## config.mk

```make
export PLATFORM = sky130hd
export DESIGN_NAME = lock_code_programmer
export DESIGN_NICKNAME = d
export VERILOG_FILES = /design/src/rtl/lock_code_programmer_pkg.sv /design/src/rtl/lock_code_programmer_vdff.sv /design/src/rtl/lock_code_programmer.sv
export SDC_FILE = /design/constraint.sdc
export NUM_CORES = 1
export LEC_CHECK = 0
export CORE_ASPECT_RATIO = 2
export CORE_UTILIZATION = 53
export DETAILED_ROUTE_END_ITERATION = 10
export GPL_TIMING_DRIVEN = 0
export MAX_ROUTING_LAYER = met4
export PLACE_DENSITY = 0.81
export SLEW_MARGIN = 15
export SYNTH_ARGS = -nofsm -noshare
export SYNTH_HDL_FRONTEND = slang
export SYNTH_HIERARCHICAL = 1
export SYNTH_SLANG_ARGS = --single-unit
```

## constraint.sdc

```tcl
create_clock -name clk -period 3.38 [get_ports clk]
set_clock_uncertainty 0.2 [all_clocks]
set_input_delay 0.676 -clock clk [delete_from_list [all_inputs] [get_ports clk]]
set_output_delay 0.676 -clock clk [all_outputs]
set_load 0.01 [all_outputs]
```

## src/rtl/lock_code_programmer_pkg.sv

```systemverilog
// Shared definitions for the lock programmer and lock checker:
// FSM state encodings, status encodings, digit count and factory combination.
package lock_code_programmer_pkg;

  localparam int unsigned LCP_NDIG         = 6;
  localparam int unsigned LCP_STATE_W      = 3;
  localparam logic [23:0] LCP_DEFAULT_CODE = 24'h369561;

  typedef enum logic [LCP_STATE_W-1:0] {
    ST_IDLE     = 3'd0,
    ST_ENTER1   = 3'd1,
    ST_ENTER2   = 3'd2,
    ST_DONE_OK  = 3'd3,
    ST_DONE_ERR = 3'd4
  } state_t;

  localparam logic [1:0] STATUS_OPEN    = 2'b00;
  localparam logic [1:0] STATUS_CLOSED  = 2'b01;
  localparam logic [1:0] STATUS_ILLEGAL = 2'b10;
  localparam logic [1:0] STATUS_LEGAL   = 2'b11;

endpackage

```

## src/rtl/lock_code_programmer_vdff.sv

```systemverilog
// Plain W-bit D flip-flop bank; any reset is muxed onto d by the caller.
module lock_code_programmer_vdff #(
  parameter int unsigned W = 1
) (
  input  logic         clk,
  input  logic [W-1:0] d,
  output logic [W-1:0] q
);

  always_ff @(posedge clk) begin
    q <= d;
  end

endmodule

```

## src/rtl/lock_code_programmer.sv

```systemverilog
// Two-pass combination programmer: digits are entered, then re-entered to
// confirm, and only a matching confirmation is committed to code.
module lock_code_programmer
  import lock_code_programmer_pkg::*;
#(
  parameter int unsigned         NDIG         = LCP_NDIG,
  parameter logic [4*NDIG-1:0]   DEFAULT_CODE = (4*NDIG)'(LCP_DEFAULT_CODE)
) (
  input  logic              clk,
  input  logic              reset,
  input  logic [3:0]        in,
  input  logic              enter,
  input  logic              prog,
  output logic [4*NDIG-1:0] code,
  output logic              code_new,
  output logic [1:0]        status,
  output logic [2:0]        pos,
  output logic              busy
);

  localparam int unsigned CW = 4 * NDIG;
  localparam int unsigned PW = 3;

  state_t               state;
  state_t               state_nx;
  logic [LCP_STATE_W-1:0] state_d;
  logic [LCP_STATE_W-1:0] state_q;

  logic [CW-1:0] shadow;
  logic [CW-1:0] shadow_nx;
  logic [CW-1:0] code_nx;
  logic [PW-1:0] pos_nx;
  logic [1:0]    status_nx;
  logic          mism;
  logic          mism_nx;
  logic          mism_all;
  logic          code_new_nx;
  logic          busy_nx;
  logic          digit_ok;
  logic          last;
  logic [3:0]    cur;

  // State register; synchronous reset is applied on the D side.
  assign state_d = reset ? LCP_STATE_W'(ST_IDLE) : LCP_STATE_W'(state_nx);
  assign state   = state_t'(state_q);

  lock_code_programmer_vdff #(.W(LCP_STATE_W)) u_state (
    .clk (clk),
    .d   (state_d),
    .q   (state_q)
  );

  always_comb begin
    state_nx    = state;
    code_nx     = code;
    shadow_nx   = shadow;
    pos_nx      = pos;
    status_nx   = status;
    mism_nx     = mism;
    code_new_nx = 1'b0;
    digit_ok    = (in <= 4'd9);
    last        = (pos == PW'(NDIG - 1));
    cur         = '0;
    for (int k = 0; k < int'(NDIG); k++) begin
      if (pos == PW'(k)) cur = shadow[4*(int'(NDIG)-k)-1 -: 4];
    end
    mism_all = mism | (in != cur);

    unique case (state)
      ST_IDLE: begin
        if (prog) begin
          state_nx = ST_ENTER1;
          pos_nx   = '0;
          mism_nx  = 1'b0;
        end
      end
      ST_ENTER1, ST_ENTER2: begin
        // Dropping prog aborts the pass; a same-cycle enter is discarded.
        if (!prog) begin
          state_nx  = ST_IDLE;
          pos_nx    = '0;
          status_nx = STATUS_LEGAL;
        end else if (enter) begin
          if (!digit_ok) begin
            status_nx = STATUS_ILLEGAL;
          end else begin
            status_nx = STATUS_LEGAL;
            pos_nx    = pos + PW'(1);
            if (state == ST_ENTER1) begin
              for (int k = 0; k < int'(NDIG); k++) begin
                if (pos == PW'(k)) shadow_nx[4*(int'(NDIG)-k)-1 -: 4] = in;
              end
              if (last) begin
                state_nx = ST_ENTER2;
                pos_nx   = '0;
              end
            end else begin
              mism_nx = mism_all;
              if (last) begin
                pos_nx = '0;
                if (!mism_all) begin
                  state_nx    = ST_DONE_OK;
                  status_nx   = STATUS_OPEN;
                  code_nx     = shadow;
                  code_new_nx = 1'b1;
                end else begin
                  state_nx  = ST_DONE_ERR;
                  status_nx = STATUS_CLOSED;
                end
              end
            end
          end
        end
      end
      ST_DONE_OK, ST_DONE_ERR: begin
        if (!prog) begin
          state_nx  = ST_IDLE;
          status_nx = STATUS_LEGAL;
        end
      end
      default: begin
        state_nx  = ST_IDLE;
        pos_nx    = '0;
        status_nx = STATUS_LEGAL;
      end
    endcase

    busy_nx = (state_nx == ST_ENTER1) || (state_nx == ST_ENTER2);
  end

  always_ff @(posedge clk) begin
    if (reset) begin
      code     <= DEFAULT_CODE;
      code_new <= 1'b0;
      status   <= STATUS_LEGAL;
      pos      <= '0;
      busy     <= 1'b0;
      shadow   <= '0;
      mism     <= 1'b0;
    end else begin
      code     <= code_nx;
      code_new <= code_new_nx;
      status   <= status_nx;
      pos      <= pos_nx;
      busy     <= busy_nx;
      shadow   <= shadow_nx;
      mism     <= mism_nx;
    end
  end

endmodule

```

==> results.txt <==
The flow ran to the end, and the final reports show no timing, DRC or antenna violations. In this run the worst hold path is classified as reg -> reg. TritonCTS built the clock tree.

The number of clock sinks is 59. The quantity of I/O buffers inserted on ports is 35. Of all nets on the critical path, the largest fanout is 10. The worst register-to-register path begins at pos[0]. The cell total after placement came out at 427. The synthesized instance count came out at 332.

The worst setup path is of the reg -> reg kind. OpenSTA, run right after detailed placement, puts the worst setup slack at -408 ps. The sequential area share after synthesis came out at 0.401.

By area the synthesized netlist is led by sky130_fd_sc_hd__dfxtp_1 (40%), sky130_fd_sc_hd__mux2i_1 (16%), sky130_fd_sc_hd__nor2_1 (6.9%). The number of warnings reported in the yosys synthesis log is 6. The final worst-path cycle share came out at 0.941.

The worst setup path is captured at a flop. Pin placement for this block handled 39 I/O pins. The fraction of registers with async set or reset after synthesis came out at 0.

The number of DRC violations after detailed routing is 0. In this run the worst setup path begins at pos[0]. Max-cap violations in this run came to 0. The post-route worst hold slack is 271 ps. STA classifies the critical path startpoint as a flop. The analysis attributes to cell leakage a power of 1.29 nW. The die is 54.7 um wide. The number of clock buffers inserted by TritonCTS came out at 9. Setup repair after global routing left no endpoint under its margin. The synthesized area per cell came out at 8.86 sq um. The antenna diode count came out at 0.

In this run the tightest slew margin relative to its limit is 0.448. Excluding fillers, the count of instances in the completed layout stands at 448. The final worst setup slack is 199 ps.

The portion of synthesized cell area occupied by the leading cell type is 0.401. Using the TritonRoute via totals, the vias-per-cell ratio works out to 5.76. The H-tree was split into 3 levels.

The total die area is 5870 sq um. The area of the core came out at 5370 sq um. The global-route wire length before repair came out at 11.7 mm. The number of routed nets with antenna violations is 0. The number of nets handed over by synthesis was 341. VDD sags by at most 0.000426 V. At the worst endpoint, the arrival time is 3250 ps.

The HPWL after detailed placement is 5.51 mm. The final core area utilization came out at 0.677. The maximum number of buffers from clock root to sink is 2. The data required time of the worst path is 3450 ps. The met3 capacity usage during global routing is 0.0621. The most congested layer reported by global routing is met2. The met2 usage in global routing is 0.483.

The number of violations reported at the end of detailed-routing iteration 0 is 100. The total of flip-flops plus latches after synthesis is 59. The number of flops mapped to enable cells by yosys came out at 0. The actual transition at the worst max-transition pin is 821 ps. The clock insertion delay at the later pin of the skew report is 340 ps. The number of standard-cell rows in the floorplan came out at 38. The post-layout net count is 392. The clock-pin slew of the registers on the worst-case setup and hold paths is 70 ps. The number of antenna violations at the first check in global routing is 0. After detailed routing, the total wire length is 7.34 mm. In this run the clock root is driven by a sky130_fd_sc_hd__clkbuf_8. The number of search-and-repair iterations in the first detailed-routing pass is 5.

The number of global-route vias before repair is 2558. Of all cell types, the one taking the most synthesized area is sky130_fd_sc_hd__dfxtp_1. In this run the most critical hold path is launched from code[9].

Dividing total power by cell area gives a power density of 415 nW/um^2. The initial core utilization came out at 0.548. The dominant register cell in the synthesized netlist is sky130_fd_sc_hd__dfxtp_1. Setup violations remaining at the end of the flow were counted as 0.

The maximum clock frequency is 314 MHz. The setup total negative slack came out at 0 ps. The met1 routing resource usage after global routing is 0.271. The floorplan die height came out at 107 um.

The wire length per cell is 16.4 um. The hold violation total from the final report was 0. Entering global routing, the biggest net connects 11 pins. The post-synthesis instance area is 2940 sq um. The minimum clock period after layout is 3180 ps. The final-report max-slew violation count was 0. The area overhead of the layout relative to synthesis came out at 23.6%. The count of unique library cells instantiated by Yosys is 54.

The ratio of cells with drive above 1 in the final layout is 0.101. The overflow left after global routing came out at 0. For this block, the via count after detailed routing is 2581. In this run the register-to-register setup slack is 200 ps. The overall fraction of global-route tracks in use is 0.289.

The congestion estimate from routability-driven global placement came to 0.887.
cell usage after synthesis (all sizes together) (3+ instances only):
| cell | count |
|---|---|
| a21oi | 14 |
| and2 | 5 |
| buf | 6 |
| clkbuf | 17 |
| dfxtp | 59 |
| inv | 5 |
| mux2 | 4 |
| mux2i | 47 |
| nand2 | 14 |
| nand2b | 32 |
| nand3 | 5 |
| nand4 | 3 |
| nor2 | 54 |
| nor2b | 6 |
| nor3 | 5 |
| nor4 | 3 |
| o211ai | 3 |
| o21ai | 13 |
| or3 | 6 |
critical path: stages (launching register included):
cell and delay, ps:
sky130_fd_sc_hd__dfxtp_2 360, sky130_fd_sc_hd__buf_4 180, sky130_fd_sc_hd__clkbuf_4 200, sky130_fd_sc_hd__and2_1 160
sky130_fd_sc_hd__ha_1 190, sky130_fd_sc_hd__buf_2 190, sky130_fd_sc_hd__o41ai_1 420, sky130_fd_sc_hd__o31a_1 240
sky130_fd_sc_hd__o21ai_0 160, sky130_fd_sc_hd__nor4_4 240, sky130_fd_sc_hd__buf_4 180, sky130_fd_sc_hd__buf_6 180
sky130_fd_sc_hd__mux2i_1 200
worst paths after layout:
kind / endpoint / cells past startpoint
worst max-delay path: code[11] / 12
worst min register to register: code[9] / 2
worst max register to register: code[11] / 12
worst min-delay path: code[9] / 2
sequential cells by signal, summed over array words and instances, names as in the netlist:
signal,flops
u_state/q,3
status,2
busy,1
code,24
shadow,24
code_new,1
pos,3
mism,1
metrics by stage:
step / instance area, sq um / power, mW
final: 3640 / 1.51
after global routing: 3640 / 1.56
after CTS: 3620 / 1.52
after detailed placement: 3370 / 0.795
after global placement: 3370 / 0.794
after floorplan: 2940 / 0.767
cells in the final DEF, fill, tap and decap left out, drive strengths merged, types with 2 or more instances in the layout:
| cell | instances |
|---|---|
| clkbuf | 29 |
| nand2b | 32 |
| o21a | 2 |
| nor3b | 2 |
| dfxtp | 59 |
| nand3b | 2 |
| o21ai | 13 |
| a31oi | 2 |
| nand3 | 5 |
| and2 | 5 |
| o211ai | 3 |
| buf | 11 |
| or3 | 6 |
| nand2 | 14 |
| inv | 5 |
| nor2b | 6 |
| nor4 | 3 |
| clkdlybuf4s50 | 35 |
| bufinv | 2 |
| o22ai | 2 |
| nor2 | 54 |
| nor3 | 5 |
| nand4 | 3 |
| a21oi | 14 |
| mux2i | 47 |
| mux2 | 4 |
per-layer routing:
layer  share of wire  vias to the layer above  wire length [um]
met4           0.047                        0               343
met1            0.37                     1202              2710
li1                -                     1256                 -
met5               0                        -                 0
met2            0.54                       96              3960
met3           0.044                       27               326
logic make-up (layout without fill, tap and decap cells):
| family | Yosys count | count (layout) | synth area share |
|---|---|---|---|
| xor gates and xnor gates | 1 | 1 | 0.00298 |
| DFF | 59 | 59 | 0.401 |
| adders and majority gates | 1 | 1 | 0.00425 |
| AOI/OAI and AO/OA | 48 | 48 | 0.110 |
| buffers and inverters | 28 | 84 | 0.0434 |
| muxes | 51 | 51 | 0.176 |
| and+or+nand+nor | 144 | 144 | 0.262 |
report_power, final:
part / total, mW / internal, mW / switching [mW]
registers: 0.700 / 0.698 / 0.00194
clock network: 0.729 / 0.454 / 0.275
logic: 0.0817 / 0.0299 / 0.0518
final cells by class:
| type | instances | area (sq um) |
|---|---|---|
| fillers | 455 | 1730 |
| multi-input cells | 245 | 1630 |
| flip-flops and latches | 59 | 1180 |
| repair buffers | 40 | 388 |
| clock buffers | 12 | 155 |
| plain buffers | 23 | 113 |
| well taps | 60 | 75.1 |
| clock inverters | 4 | 72.6 |
| inverters | 5 | 18.8 |
what timing repair did:
item | in CTS | in global routing
pin swaps | 1 | 1
resized for setup | 1 | 3
hold buffers | 0 | 0
endpoints found under the setup margin | 24 | 23
gates cloned | 0 | 0
setup buffers | 3 | 2
(Power assumes the default switching activity.)
